## src/rtl/conv_accum_if.sv

```systemverilog
// Product-in / pixel-out handshake bundle for conv_accum.
interface conv_accum_if #(
  parameter int mul_out_width = 16,
  parameter int acc_width     = 32,
  parameter int out_width     = 8
);
  logic                            in_valid;
  logic                            in_ready;
  logic signed [mul_out_width-1:0] in_data;
  logic signed [acc_width-1:0]     bias;
  logic                            out_valid;
  logic                            out_ready;
  logic signed [out_width-1:0]     out_data;
  logic                            out_sat;

  modport master (
    output in_valid, in_data, bias, out_ready,
    input  in_ready, out_valid, out_data, out_sat
  );

  modport slave (
    input  in_valid, in_data, bias, out_ready,
    output in_ready, out_valid, out_data, out_sat
  );
endinterface

```

## src/rtl/conv_accum.sv

```systemverilog
// Accumulates kernel_len signed products plus bias, then shifts and saturates
// each pixel to out_width. Define CONV_ACCUM_RELU_EN to clamp negative results to zero.
module conv_accum #(
  parameter int mul_out_width = 16,
  parameter int acc_width     = 32,
  parameter int out_width     = 8,
  parameter int kernel_len    = 9,
  parameter int shift         = 4
) (
  input  logic         clk,
  input  logic         rst_n,
  conv_accum_if.slave  bus
);

  localparam int CNT_W = (kernel_len > 1) ? $clog2(kernel_len + 1) : 1;
  localparam logic [CNT_W-1:0] LAST_CNT = CNT_W'(kernel_len - 1);
  localparam logic signed [acc_width-1:0] SAT_MAX =
    {{(acc_width - out_width + 1){1'b0}}, {(out_width - 1){1'b1}}};
  localparam logic signed [acc_width-1:0] SAT_MIN =
    {{(acc_width - out_width + 1){1'b1}}, {(out_width - 1){1'b0}}};

  typedef enum logic [1:0] {
    S_IDLE,
    S_ACCUM,
    S_OUTPUT
  } state_t;

  state_t                      r_state;
  state_t                      w_state_nxt;
  logic signed [acc_width-1:0] r_acc;
  logic [CNT_W-1:0]            r_cnt;
  logic signed [out_width-1:0] r_out_data;
  logic                        r_out_sat;

  logic                        w_accept;
  logic                        w_last;
  logic signed [acc_width-1:0] w_in_sext;
  logic signed [acc_width-1:0] w_acc_nxt;
  logic signed [acc_width-1:0] w_shifted;
  logic signed [out_width-1:0] w_pix;
  logic                        w_pix_sat;

  assign bus.in_ready  = (r_state != S_OUTPUT);
  assign bus.out_valid = (r_state == S_OUTPUT);
  assign bus.out_data  = r_out_data;
  assign bus.out_sat   = r_out_sat;

  assign w_accept  = bus.in_valid & bus.in_ready;
  assign w_in_sext = acc_width'(signed'(bus.in_data));

  // The first product of a group starts from the bias rather than the old sum.
  assign w_acc_nxt = (r_state == S_IDLE) ? (bus.bias + w_in_sext) : (r_acc + w_in_sext);
  assign w_shifted = w_acc_nxt >>> shift;

  assign w_last = ((r_state == S_IDLE)  && (kernel_len == 1)) ||
                  ((r_state == S_ACCUM) && (r_cnt == LAST_CNT));

  always_comb begin
    w_pix     = out_width'(w_shifted);
    w_pix_sat = 1'b0;
`ifdef CONV_ACCUM_RELU_EN
    if (w_shifted < 0) begin
      w_pix = '0;
    end else if (w_shifted > SAT_MAX) begin
      w_pix     = out_width'(SAT_MAX);
      w_pix_sat = 1'b1;
    end
`else
    if (w_shifted > SAT_MAX) begin
      w_pix     = out_width'(SAT_MAX);
      w_pix_sat = 1'b1;
    end else if (w_shifted < SAT_MIN) begin
      w_pix     = out_width'(SAT_MIN);
      w_pix_sat = 1'b1;
    end
`endif
  end

  always_comb begin
    w_state_nxt = r_state;
    case (r_state)
      S_IDLE, S_ACCUM: begin
        if (w_accept) begin
          if (w_last) w_state_nxt = S_OUTPUT;
          else        w_state_nxt = S_ACCUM;
        end
      end
      S_OUTPUT: begin
        if (bus.out_ready) w_state_nxt = S_IDLE;
      end
      default: w_state_nxt = S_IDLE;
    endcase
  end

  always_ff @(posedge clk or negedge rst_n) begin
    if (!rst_n) begin
      r_state    <= S_IDLE;
      r_acc      <= '0;
      r_cnt      <= '0;
      r_out_data <= '0;
      r_out_sat  <= 1'b0;
    end else begin
      r_state <= w_state_nxt;
      if (w_accept) begin
        r_acc <= w_acc_nxt;
        if (r_state == S_IDLE) r_cnt <= CNT_W'(1);
        else                   r_cnt <= r_cnt + 1'b1;
        if (w_last) begin
          r_out_data <= w_pix;
          r_out_sat  <= w_pix_sat;
        end
      end
    end
  end

endmodule

```

## src/flat_wrapper.sv

```systemverilog
// flat-port wrapper written by rule: the top's interface ports become plain ports
module conv_accum_flat 
#(
  parameter int mul_out_width = 16,
  parameter int acc_width     = 32,
  parameter int out_width     = 8,
  parameter int kernel_len    = 9,
  parameter int shift         = 4
)
  (clk, rst_n, bus_in_valid, bus_in_data, bus_bias, bus_out_ready, bus_in_ready, bus_out_valid, bus_out_data, bus_out_sat);
  conv_accum_if #(.mul_out_width(mul_out_width), .acc_width(acc_width), .out_width(out_width)) bus_i ();
  input  logic clk;
  input  logic rst_n;
  input wire logic [$bits(bus_i.in_valid)-1:0] bus_in_valid;
  input wire logic [$bits(bus_i.in_data)-1:0] bus_in_data;
  input wire logic [$bits(bus_i.bias)-1:0] bus_bias;
  input wire logic [$bits(bus_i.out_ready)-1:0] bus_out_ready;
  output wire logic [$bits(bus_i.in_ready)-1:0] bus_in_ready;
  output wire logic [$bits(bus_i.out_valid)-1:0] bus_out_valid;
  output wire logic [$bits(bus_i.out_data)-1:0] bus_out_data;
  output wire logic [$bits(bus_i.out_sat)-1:0] bus_out_sat;
  assign bus_i.in_valid = bus_in_valid;
  assign bus_i.in_data = bus_in_data;
  assign bus_i.bias = bus_bias;
  assign bus_i.out_ready = bus_out_ready;
  assign bus_in_ready = bus_i.in_ready;
  assign bus_out_valid = bus_i.out_valid;
  assign bus_out_data = bus_i.out_data;
  assign bus_out_sat = bus_i.out_sat;
  conv_accum #(.mul_out_width(mul_out_width), .acc_width(acc_width), .out_width(out_width), .kernel_len(kernel_len), .shift(shift)) u_core (.clk(clk), .rst_n(rst_n), .bus(bus_i));
endmodule
```

## config.mk

```make
export PLATFORM = sky130hd
export DESIGN_NAME = conv_accum_flat
export DESIGN_NICKNAME = d
export VERILOG_FILES = /design/src/rtl/conv_accum_if.sv /design/src/rtl/conv_accum.sv /design/src/flat_wrapper.sv
export SDC_FILE = /design/constraint.sdc
export NUM_CORES = 1
export LEC_CHECK = 0
export CAP_MARGIN = 5
export CORE_MARGIN = 2
export CORE_UTILIZATION = 45
export CTS_CLUSTER_SIZE = 12
export DETAILED_ROUTE_END_ITERATION = 8
export GPL_ROUTABILITY_DRIVEN = 0
export PLACE_DENSITY = 0.69
export SLEW_MARGIN = 20
export SYNTH_ARGS = -nofsm -noshare
export SYNTH_HDL_FRONTEND = slang
export SYNTH_SLANG_ARGS = --single-unit
```

## constraint.sdc

```tcl
create_clock -name clk -period 5.95 [get_ports clk]
set_clock_uncertainty 0.2 [all_clocks]
set_input_delay 1.19 -clock clk [delete_from_list [all_inputs] [get_ports clk]]
set_output_delay 1.19 -clock clk [all_outputs]
set_load 0.005 [all_outputs]
```

After elaboration in Yosys (flattened, before gate mapping)
Cells that the tools add are included.

Bits in registers: 47. Bits of input ports: 52. Word-level logic and storage cells: 32.

Add/sub/neg operators: 3. $lt $le $gt $ge: 2. Equal/unequal tests: 6. Mux-type cells: 10. Bitwise logic cells: 1. Reduce and logical (&&, ||, !) cells: 5.

Operator list (number): adder 32 x 16 -> 32 bit (2); two-way mux 32 bit (1); > comparator 28 x 8 -> 1 bit (second input constant) (1); less-than comparator 28 x 8 -> 1 bit (second input constant) (1); two-way mux 8 bit (2); two-way mux 2 bit (3); adder 4 x 1 -> 4 bit (second input constant) (1); equality test 4 bit (second input constant) (1); two-way mux 4 bit (1); inequality test 2 bit (second input constant) (2); one-hot mux 2 bit (2 select lines) (1); AND reduction 2 bit (2); equality test 2 x 1 -> 1 bit (second input constant) (1); equality test 2 bit (second input constant) (1); zero test 2 bit (1); two-way mux 1 bit (2); inequality test 2 x 1 -> 1 bit (second input constant) (1); OR reduction 2 bit (1); AND 1 bit (1); logical AND 1 bit (1).

Longest topological paths before layout
Gate-level depths: netlist of run 1.

Word-level depth: 5. Mapped depth: 15. Mapped depth without buffers: 14.

Worst setup path after synthesis of run 1
No wires, ideal clock.

Kind: input-to-reg. Start: input port bus_bias[0]. End: register u_core.r_out_sat (netlist: u_core.bus.out_sat). Setup time: 0.121 ns. Arrival: 4.161 ns. Required time: 5.629 ns. Slack: 1.468 ns. Stages on the path: 13. Path buffers: 0. Path through: mux2_2 -> ha_1 -> fa_1 -> a21o_1 -> a221oi_2 -> o21ai_0 -> a31oi_1 -> xor2_1 -> nor4_1 -> nand4_1 -> nor4_4 -> a41oi_4 -> o22a_1.

Cells in the longest elaborated chain, start to end: 5. Elaborated cells between the ends (all ways): 6. Those cells by class: add/sub: 1; order compare: 2; mux: 3.

Ends and longest elaborated chain: start: declaration (RTL line flat_wrapper.sv:16) `input wire logic [$bits(bus_i.bias)-1:0] bus_bias;`; adder 32 x 16 -> 32 bit (*) (RTL line conv_accum.sv:52) `assign w_acc_nxt = (r_state == S_IDLE) ? (bus.bias + w_in_sext) : (r_acc + w_in_sext);`; two-way mux 32 bit (*) (RTL line conv_accum.sv:52); less-than comparator 28 x 8 -> 1 bit (RTL line conv_accum.sv:72) `end else if (w_shifted < SAT_MIN) begin`; two-way mux 1 bit (RTL line conv_accum.sv:72); two-way mux 1 bit (*) (RTL line conv_accum.sv:69) `if (w_shifted > SAT_MAX) begin`; end signal: assignment (RTL line conv_accum.sv:110) `r_out_sat <= w_pix_sat;`; end: declaration (RTL line conv_accum.sv:33) `logic r_out_sat;`.

Every way passes the cells marked *; elsewhere a longest branch is shown, timed or not. A chain may end at the register's enable or synchronous reset.

Worst setup path in the final report of run 1
Same ends and word-level chain as after synthesis.

==> results.txt, run 1 <==
----------------------------------------------------
[Floorplanning]
  Height of the chip ... 98.48 um
  CORE AREA ... 8678 um^2
  Num ports ... 63
  Row count ... 34
  Chip Width ... 98.48 um
  Die Area ... 9697 um^2
  Starting Density ... 0.4628

[Power and ir drop]
  Switching part of the total ... 0.4883
  Worst vdd rail ir drop ... 0.2810 mV
  Cell leakage power ... 2.036 nW
  Combinational group share of total power ... 0.761
  Sequential share of power ... 0.174
  Sw power ... 1.621 mW
  Power density over the cells ... 677.9 nW/um^2
  Internal Dissipation ... 1.699 mW
  Part of the power in the clock network ... 0.065

[Routing]
  Count of unresolved DRC violations after routing ... 0
  Total via count in the routed design ... 3627
  Number of nets still failing antenna checks after routing ... 0
  Drt first-iter violations ... 192
  Iteration count of the initial detailed-routing pass ... 5
  Via density per instance ... 5.898
  Detailed Route WL ... 10390 um
  Routed wire per std cell ... 16.90 um

[Global route]
  Met1 Track Usage GR ... 0.2999
  Largest net degree at the start of global routing ... 48
  Antenna violations before repair ... 0
  Met2 capacity usage during global routing ... 0.3715
  Highest-utilization routing layer at the global route stage ... met2
  Met3 routing resource usage after global routing ... 0.03404
  Global route overflow ... 0
  GRT Util Overall ... 0.2208
  Number of global-route vias before repair ... 3673
  First-pass GRT wire length ... 17570 um

[Logic synthesis]
  Number of enable-type register cells in the synthesized netlist ... 0
  Share of the synthesized area in the top cell type ... 0.2928
  Post-Syn Area per Cell ... 9.107 um^2
  Post-synth cell types ... 63
  Most frequent cells after synthesis ... nand2_1, dfrtp_1, mux2_2, o21ai_0, ha_1
  Yosys Warn Count ... 0
  Compound-Gate Fraction of Synth Area ... 0.2312
  Area share of and/or/nand/nor cells after synthesis ... 0.1542
  Flops & latches, synth ... 47
  Area share of fa/ha/maj cells after synthesis ... 0.1078
  Synth Net Count ... 527
  Portion of netlist area occupied by mux cells ... 0.1227
  Area share of xor/xnor cells in the synthesized design ... 0.06760
  Top post-synthesis cells by area ... dfrtp_1, mux2_2, ha_1
  Prevailing post-synth register cell ... dfrtp_1
  Gate count after technology mapping ... 441
  Dominant combinational cell family by area after synthesis ... compound AO/OA/AOI/OAI gates
  Post-synth top area cell ... dfrtp_1
  Synth Cell Area ... 4016 um^2
  Dominant cell by count in the synthesized netlist ... nand2_1
  Sequential element share of the synthesized area ... 0.2928
  Share of async-settable or async-resettable flops after synthesis ... 1.000

[Critical path]
  Worst Reg2Reg Path Length in Cells ... 14
  Kind of start point of the critical path ... primary input
  Reg2Reg Launch Point ... u_core.r_state[0]
  Crit Path Category ... primary input to flip-flop
  Required time of the worst setup path ... 5.95 ns
  Data arrival time of the worst path ... 5.24 ns
  Critical path peak fanout ... 8
  Reg-to-Reg End ... u_core.bus.out_sat
  Critical Path End Type ... flip-flop
  Worst reg-to-reg setup slack ... 0.72 ns

[Timing]
  Unrepaired setup endpoints after global routing ... no
  Number of setup violations in the final report ... 0
  Min Tclk post-route ... 5.242 ns
  Fmax ... 0.1908 GHz
  Worst slew pin tran ... 0.8209 ns
  Count of final hold-check violations ... 0
  Final-report max-slew violation count ... 0
  Period utilization ... 0.8810
  Final Hold Slack ... 0.2860 ns
  Post-route setup TNS ... 0 ns
  Relative slew margins ... 0.4521

[Hold path]
  Min-Delay Path Depth ... 2
  Destination of the worst hold path ... u_core.r_acc[17]
  Worst Hold Launch ... u_core.r_acc[17]
  Path category of the worst min-delay check ... flip-flop to flip-flop

[Final layout]
  Final Instance Count excl. Fillers ... 615
  Final cell area excluding filler cells ... 4897 um^2
  # fillers ... 801
  Area occupied by multi-input gates ... 2754 um^2
  Layout overhead on the synthesized area ... 21.93%
  Area occupied by registers ... 1176 um^2
  Fraction of final layout cells sized beyond drive strength 1 ... 0.1617
  Final Net Count ... 592
  Inserted Diodes ... 0

[Placed design]
  Instance area at placement ... 4801 um^2
  Number of instances in the placed design ... 607
  Detailed Place HPWL ... 8102 um
  Number of buffers added on ports ... 62

[Clock tree]
  Count of hold buffers inserted by post-cts repair ... 0
  H-tree lvl count ... 2
  Number of buffers created by CTS ... 5
  Insertion delay to the later sink of the worst-skew pair ... 0.30 ns
  Total number of clock tree sinks ... 47
  Clock tree from TritonCTS ... yes
  Worst-case clock buffer depth ... 2
  Root Buffer Master ... clkbuf_8
  Setup bufs post-CTS ... 0
  Register clock-pin slew on the reported worst setup and hold paths ... 0.10 ns
  Number of gates resized after CTS ... 0

[Flow run]
  Number of max-capacitance violations reported ... 0

[Run status]
  Outcome ... complete, no violations

----------------------------------------------------
-- metal layers --
layer,wire (um),share of wire
met3,597,0.057
met2,4919,0.47
met4,167,0.016
met5,0,0
met1,4707,0.45
-- how the worst max path moves through the flow --
| stage | start | depth (start not counted) | slack (ns) | to |
|---|---|---|---|---|
| finish | bus_bias[0] | 14 | 0.71 | u_core.bus.out_sat |
| global route | u_core.r_state[0] | 13 | 0.41 | u_core.bus.out_data[6] |
| CTS | u_core.r_state[0] | 14 | 0.81 | u_core.bus.out_sat |
| detailed placement | bus_bias[0] | 14 | 0.50 | u_core.bus.out_sat |
| global placement | bus_bias[0] | 14 | 0.49 | u_core.bus.out_sat |
| floorplan | bus_bias[0] | 13 | 1.47 | u_core.bus.out_sat |
-- through the flow --
stage | util | setup WS, ns | total power, mW
CTS | 0.5643 | 0.8109 | 3.309
global placement | 0.5532 | 0.4874 | 3.028
floorplan | - | 1.468 | 2.409
finish | 0.5643 | 0.7078 | 3.320
detailed placement | 0.5532 | 0.4991 | 3.082
global route | 0.5643 | 0.4086 | 3.622
-- power groups by stage --
stage / registers, mW / clock network [mW] / logic [mW]
2_1_floorplan: 0.557 / 0 / 1.85
4_1_cts: 0.579 / 0.222 / 2.51
6_report: 0.577 / 0.215 / 2.53
3_3_place_gp: 0.578 / 0 / 2.45
3_5_place_dp: 0.584 / 0 / 2.50
5_1_grt: 0.601 / 0.236 / 2.78
-- logic make-up (layout without fill, tap and decap cells) --
kind of cell | count (synthesis) | count (layout)
adder cells (fa/ha/maj) | 34 | 34
buffers and inverters | 25 | 91
flip-flops | 47 | 47
XOR/XNOR | 31 | 31
multiplexers | 44 | 44
AO/OA/AOI/OAI | 136 | 136
AND/OR/NAND/NOR | 124 | 124
-- cell usage in the layout, fill, tap and decap left out, drive strengths merged, types with 7 or more instances in the layout --
cell            n
a21oi          32
clkdlybuf4s50  61
nor2           21
xor2           16
xnor2          15
inv            11
o21ai          44
mux2           42
o22ai           7
buf            12
and3            9
nand2          52
dfrtp          47
ha             33
-- layout make-up --
cell class / count / area share
clock buffers: 6 / 0.01686
clock inverters: 2 / 0.002810
well taps: 108 / 0.02759
inverters: 10 / 0.007665
repair buffers: 73 / 0.1426
flip-flops and latches: 47 / 0.2402
multi-input cells: 369 / 0.5623
-- sequential cells by signal (all words and copies together), names as in the netlist --
register	count
u_core.bus.out_sat	1
u_core.bus.out_data	8
u_core.r_acc	32
u_core.r_state	2
u_core.r_cnt	4
-- critical path, stage by stage --
cell and delay, ns:
clkdlybuf4s50_1 0.39, mux2_2 0.26, ha_1 0.23, fa_1 0.41, a21o_1 0.22, a221oi_2 0.36
o21ai_0 0.25, a31oi_1 0.33, xor2_1 0.17, nor4_1 0.42, nand4_1 0.24, nor4_4 0.31
a41oi_4 0.22, o22a_1 0.23
Power figures use the tool's default switching activity.
==> run 2: changes to the inputs <==
- MAX_ROUTING_LAYER: not set -> met4
==> results.txt, run 2 (synthesis results as in run 1) <==
----------------------------------------------------
[Power and ir drop]
  Worst vdd rail ir drop ... 0.2799 mV (-0.37%)
  Power density over the cells ... 677.6 nW/um^2 (about the same)
  Combinational group share of total power ... 0.761 (about the same)
  Switching part of the total ... 0.4881 (about the same)
  Sequential share of power ... 0.174 (about the same)
  Part of the power in the clock network ... 0.064 (about the same)
  Cell leakage power ... 2.036 nW (unchanged)
  Sw power ... 1.620 mW (about the same)
  Internal Dissipation ... 1.699 mW (unchanged)

[Global route]
  First-pass GRT wire length ... 17590 um (+0.12%)
  Number of global-route vias before repair ... 3670 (-0.082%)
  Largest net degree at the start of global routing ... 48 (unchanged)
  GRT Util Overall ... 0.2276 (+0.006784)
  Global route overflow ... 0 (unchanged)
  Antenna violations before repair ... 0 (unchanged)

[Timing]
  Number of setup violations in the final report ... 0 (unchanged)
  Post-route setup TNS ... 0 ns (unchanged)
  Final-report max-slew violation count ... 0 (unchanged)
  Period utilization ... 0.8793 (-0.001791)
  Count of final hold-check violations ... 0 (unchanged)
  Min Tclk post-route ... 5.232 ns (-0.01066 ns)
  Worst slew pin tran ... 0.8388 ns (+0.01785 ns)
  Fmax ... 0.1911 GHz (+0.20%)
  Unrepaired setup endpoints after global routing ... no
  Relative slew margins ... 0.4402 (-0.01191)
  Final critical-path setup slack ... 0.7184 ns (+0.01066 ns)

[Floorplanning]
  Height of the chip ... 98.48 um (unchanged)
  Num ports ... 63 (unchanged)
  CORE AREA ... 8678 um^2 (unchanged)
  Starting Density ... 0.4628 (unchanged)
  Die Area ... 9697 um^2 (unchanged)
  Chip Width ... 98.48 um (unchanged)
  Row count ... 34 (unchanged)

[Hold path]
  Path category of the worst min-delay check ... flip-flop to flip-flop

[Clock tree]
  H-tree lvl count ... 2 (unchanged)
  Setup bufs post-CTS ... 0 (unchanged)
  Register clock-pin slew on the reported worst setup and hold paths ... 0.10 ns (about the same)
  Root Buffer Master ... clkbuf_8
  Total number of clock tree sinks ... 47 (unchanged)
  Count of hold buffers inserted by post-cts repair ... 0 (unchanged)
  Clock tree from TritonCTS ... yes
  Worst-case clock buffer depth ... 2 (unchanged)
  Number of buffers created by CTS ... 5 (unchanged)
  Insertion delay to the later sink of the worst-skew pair ... 0.30 ns (about the same)
  Number of gates resized after CTS ... 0 (unchanged)

[Final layout]
  Final cell area excluding filler cells ... 4897 um^2 (unchanged)
  # fillers ... 801 (unchanged)
  Register name with the most flops ... u_core.r_acc
  Commonest cells after routing, fill and taps aside ... clkdlybuf4s50_1, nand2_1, dfrtp_1
  Post-route core utilization ... 0.5643 (unchanged)
  Final Net Count ... 592 (unchanged)
  Layout overhead on the synthesized area ... 21.93% (unchanged)
  Area occupied by registers ... 1176 um^2 (unchanged)
  Inserted Diodes ... 0 (unchanged)
  Fraction of final layout cells sized beyond drive strength 1 ... 0.1617 (unchanged)
  Number of flip-flops in the largest register ... 32 (unchanged)
  Commonest non-fill, non-tap cell in the layout ... clkdlybuf4s50_1
  Final Instance Count excl. Fillers ... 615 (unchanged)
  Area occupied by multi-input gates ... 2754 um^2 (unchanged)

[Critical path]
  Required time of the worst setup path ... 5.93 ns (-0.02 ns)
  Crit Path Category ... flip-flop to flip-flop
  Critical path peak fanout ... 15 (+7)
  Critical Path End Type ... flip-flop
  Kind of start point of the critical path ... flip-flop
  Data arrival time of the worst path ... 5.21 ns (-0.03 ns)

[Placed design]
  Number of buffers added on ports ... 62 (unchanged)
  Placement-stage worst setup slack ... 0.4991 ns (unchanged)
  Number of instances in the placed design ... 607 (unchanged)
  Instance area at placement ... 4801 um^2 (unchanged)
  Detailed Place HPWL ... 8102 um (unchanged)

[Routing]
  Drt first-iter violations ... 183 (-4.7%)
  Iteration count of the initial detailed-routing pass ... 4 (-1)
  Via density per instance ... 5.881 (-0.28%)
  Total via count in the routed design ... 3617 (-0.28%)
  Detailed Route WL ... 10400 um (about the same)
  Number of nets still failing antenna checks after routing ... 0 (unchanged)
  Count of unresolved DRC violations after routing ... 0 (unchanged)
  Routed wire per std cell ... 16.91 um (about the same)

[Flow run]
  Number of max-capacitance violations reported ... 0 (unchanged)

[Run status]
  Outcome ... complete, no violations

----------------------------------------------------
-- run 2: cell counts in the layout (fill, tap and decap cells not counted) --
No cell type changed its count.
-- run 2: power by group through the flow --
stage | combinational (mW) | clock, mW | sequential [mW]
floorplan | 1.85 | 0 | 0.557
global placement | 2.45 | 0 | 0.578
detailed placement | 2.50 | 0 | 0.584
CTS | 2.51 | 0.222 | 0.579
global route | 2.79 | 0.235 | 0.601
finish | 2.53 | 0.214 | 0.578
-- run 2: metrics by stage --
stage / power [mW] / hold WS [ns]
6_report: 3.318 / 0.2869
5_1_grt: 3.622 / 0.3023
4_1_cts: 3.309 / 0.2879
3_5_place_dp: 3.082 / 0.2672
3_3_place_gp: 3.028 / 0.2570
2_1_floorplan: 2.409 / 0.2460
-- run 2: routing by layer --
| metal | routed length (um) | track usage | share of wire | vias up |
|---|---|---|---|---|
| li1 | - | - | - | 1770 |
| met1 | 4768 | 0.3017 | 0.46 | 1721 |
| met2 | 4952 | 0.3721 | 0.48 | 111 |
| met3 | 529 | 0.03121 | 0.051 | 15 |
| met4 | 150 | 0.05479 | 0.014 | 0 |
| met5 | 0 | - | 0 | - |
-- run 2: final cells by class --
cell class              instances  area share
inverters                      10    0.007665
clock inverters                 2    0.002810
multi-input cells             369      0.5623
clock buffers                   6     0.01686
well taps                     108     0.02759
flip-flops and latches         47      0.2402
repair buffers                 73      0.1426
-- run 2: final timing paths --
check	depth (start not counted)	from	slack, ns	to
worst max-delay path	13	u_core.r_state[0]	0.72	u_core.bus.out_data[5]
worst min-delay path	2	u_core.r_acc[24]	0.29	u_core.r_acc[24]
worst max register to register	13	u_core.r_state[0]	0.72	u_core.bus.out_data[5]
worst min register to register	2	u_core.r_acc[24]	0.29	u_core.r_acc[24]
max in group asynchronous	2	rst_n	4.34	u_core.r_acc[25]
min in group asynchronous	2	rst_n	0.77	u_core.r_acc[14]
-- run 2: critical path: stages, from the launching register on --
cell and delay, ns:
dfrtp_1 0.46, nor2_2 0.67, buf_4 0.37, mux2_2 0.36, ha_1 0.42, nand2_1 0.11
nor2_1 0.18, or4b_4 0.51, a21oi_4 0.21, a21oi_2 0.13, a311oi_1 0.58, nand4_1 0.31
o31ai_4 0.42, o22ai_1 0.16
==> run 3: changes to the inputs <==
- CAP_MARGIN: 5 -> 30
- RECOVER_POWER: not set -> 50
- SLEW_MARGIN: 20 -> 25
==> results.txt, run 3 (synthesis results as in run 1) <==
----------------------------------------------------
[Routing]
  Routed wire per std cell ... 16.91 um (about the same)
  Total via count in the routed design ... 3615 (-0.055%)
  Drt first-iter violations ... 188 (+2.7%)
  Iteration count of the initial detailed-routing pass ... 4 (unchanged)
  Via density per instance ... 5.878 (about the same)
  Number of nets still failing antenna checks after routing ... 0 (unchanged)
  Count of unresolved DRC violations after routing ... 0 (unchanged)
  Detailed Route WL ... 10400 um (about the same)

[Final layout]
  Commonest non-fill, non-tap cell in the layout ... clkdlybuf4s50_1
  Register name with the most flops ... u_core.r_acc
  Number of flip-flops in the largest register ... 32 (unchanged)
  Layout overhead on the synthesized area ... 21.74%
  Commonest cells after routing, fill and taps aside ... clkdlybuf4s50_1, nand2_1, dfrtp_1
  Fraction of final layout cells sized beyond drive strength 1 ... 0.1578 (-0.003945)
  Final Net Count ... 592 (unchanged)
  # fillers ... 804 (+0.37%)
  Inserted Diodes ... 0 (unchanged)

[Run status]
  Violations in the final reports ... max-capacitance violations, max-slew violations
  Outcome ... complete, but fails checks

[Critical path]
  Required time of the worst setup path ... 5.93 ns (about the same)
  Data arrival time of the worst path ... 5.22 ns (about the same)
  Critical path peak fanout ... 15 (unchanged)
  Critical Path End Type ... flip-flop
  Worst Reg2Reg Path Length in Cells ... 13 (unchanged)
  Reg-to-Reg End ... u_core.bus.out_data[5]
  Reg2Reg Launch Point ... u_core.r_state[0]
  Crit Path Category ... flip-flop to flip-flop
  Worst reg-to-reg setup slack ... 0.71 ns (about the same)
  Kind of start point of the critical path ... flip-flop

[Flow run]
  Number of max-capacitance violations reported ... 1 (+1)

[Timing]
  Relative slew margins ... -0.7674 (-1.208)
  Unrepaired setup endpoints after global routing ... no
  Worst slew pin tran ... 2.651 ns (+1.812 ns)
  Fmax ... 0.1910 GHz (about the same)
  Final-report max-slew violation count ... 48 (+48)
  Number of setup violations in the final report ... 0 (unchanged)
  Final Hold Slack ... 0.2869 ns (-0.00001700 ns)
  Period utilization ... 0.8801 (about the same)
  Count of final hold-check violations ... 0 (unchanged)
  Post-route setup TNS ... 0 ns (unchanged)
  Min Tclk post-route ... 5.237 ns (+0.005009 ns)

[Hold path]
  Worst Hold Launch ... u_core.r_acc[24]
  Path category of the worst min-delay check ... flip-flop to flip-flop
  Destination of the worst hold path ... u_core.r_acc[24]
  Min-Delay Path Depth ... 2 (unchanged)

[Clock tree]
  Number of buffers created by CTS ... 5 (unchanged)
  Insertion delay to the later sink of the worst-skew pair ... 0.31 ns (about the same)
  Root Buffer Master ... clkbuf_8
  Number of gates resized after CTS ... 0 (unchanged)
  Worst-case clock buffer depth ... 2 (unchanged)
  Clock tree from TritonCTS ... yes
  Setup bufs post-CTS ... 0 (unchanged)
  Total number of clock tree sinks ... 47 (unchanged)
  Count of hold buffers inserted by post-cts repair ... 0 (unchanged)
  H-tree lvl count ... 2 (unchanged)
  Register clock-pin slew on the reported worst setup and hold paths ... 0.10 ns (about the same)

[Global route]
  GRT Util Overall ... 0.2276 (unchanged)
  Largest net degree at the start of global routing ... 48 (unchanged)
  Met1 Track Usage GR ... 0.3017 (unchanged)
  Antenna violations before repair ... 0 (unchanged)
  Global route overflow ... 0 (unchanged)
  Met3 routing resource usage after global routing ... 0.03121 (unchanged)
  First-pass GRT wire length ... 17590 um (unchanged)
  Met2 capacity usage during global routing ... 0.3721 (unchanged)
  Number of global-route vias before repair ... 3670 (unchanged)
  Highest-utilization routing layer at the global route stage ... met2

[Floorplanning]
  Die Area ... 9697 um^2 (unchanged)
  Num ports ... 63 (unchanged)
  CORE AREA ... 8678 um^2 (unchanged)
  Starting Density ... 0.4628 (unchanged)
  Row count ... 34 (unchanged)
  Chip Width ... 98.48 um (unchanged)
  Height of the chip ... 98.48 um (unchanged)

[Placed design]
  Number of buffers added on ports ... 62 (unchanged)
  Detailed Place HPWL ... 8102 um (unchanged)

[Power and ir drop]
  Power density over the cells ... 678.4 nW/um^2 (+0.13%)
  Cell leakage power ... 2.028 nW (-0.37%)
  Worst vdd rail ir drop ... 0.2797 mV (about the same)
  Power after layout ... 3.317 mW (about the same)

----------------------------------------------------
[run 3: worst max-delay path by stage]
stage                     slack [ns]                endpoint  depth (start not counted)              start
after global routing            0.41  u_core.bus.out_data[6]                         13  u_core.r_state[0]
after CTS                       0.81      u_core.bus.out_sat                         14  u_core.r_state[0]
final                           0.71  u_core.bus.out_data[5]                         13  u_core.r_state[0]
after floorplan                 1.47      u_core.bus.out_sat                         13        bus_bias[0]
after detailed placement        0.50      u_core.bus.out_sat                         14        bus_bias[0]
after global placement          0.49      u_core.bus.out_sat                         14        bus_bias[0]
[run 3: report_power, final]
| group | internal [mW] | total, mW | switching, mW |
|---|---|---|---|
| Sequential | 0.483 | 0.578 | 0.0959 |
| Clock | 0.0954 | 0.214 | 0.119 |
| Combinational | 1.12 | 2.52 | 1.41 |
[run 3: layout make-up]
cell class	count	area [um^2]	area share
inverters	10	37.54	0.007677
multi-input cells	369	2754	0.5632
clock buffers	6	82.58	0.01689
flip-flops and latches	47	1176	0.2405
well taps	108	135.1	0.02764
clock inverters	2	13.76	0.002815
repair buffers	73	690.7	0.1412
[run 3: metrics by stage]
stage	setup slack [ns]	cells	area (um^2)	util
after global routing	0.4077	615	4890	0.5634
after CTS	0.8109	615	4897	0.5643
after detailed placement	0.4991	607	4801	0.5532
after global placement	0.4874	607	4801	0.5532
final	0.7134	615	4890	0.5634
after floorplan	1.468	441	4016	-
[run 3: layer usage]
metal / up-vias / routed length [um]
li1: 1767 / -
met1: 1725 / 4799
met2: 108 / 4939
met3: 15 / 505
met4: 0 / 154
met5: - / 0
[run 3: critical path, stage by stage, from the launching register on]
cell and delay (ns):
dfrtp_1 0.46, nor2_2 0.67, buf_4 0.37, mux2_2 0.36, ha_1 0.42, nand2_1 0.11, nor2_1 0.18, or4b_4 0.51
a21oi_4 0.21, a21oi_2 0.13, a311oi_1 0.58, nand4_1 0.31, o31ai_4 0.42, o22ai_1 0.16
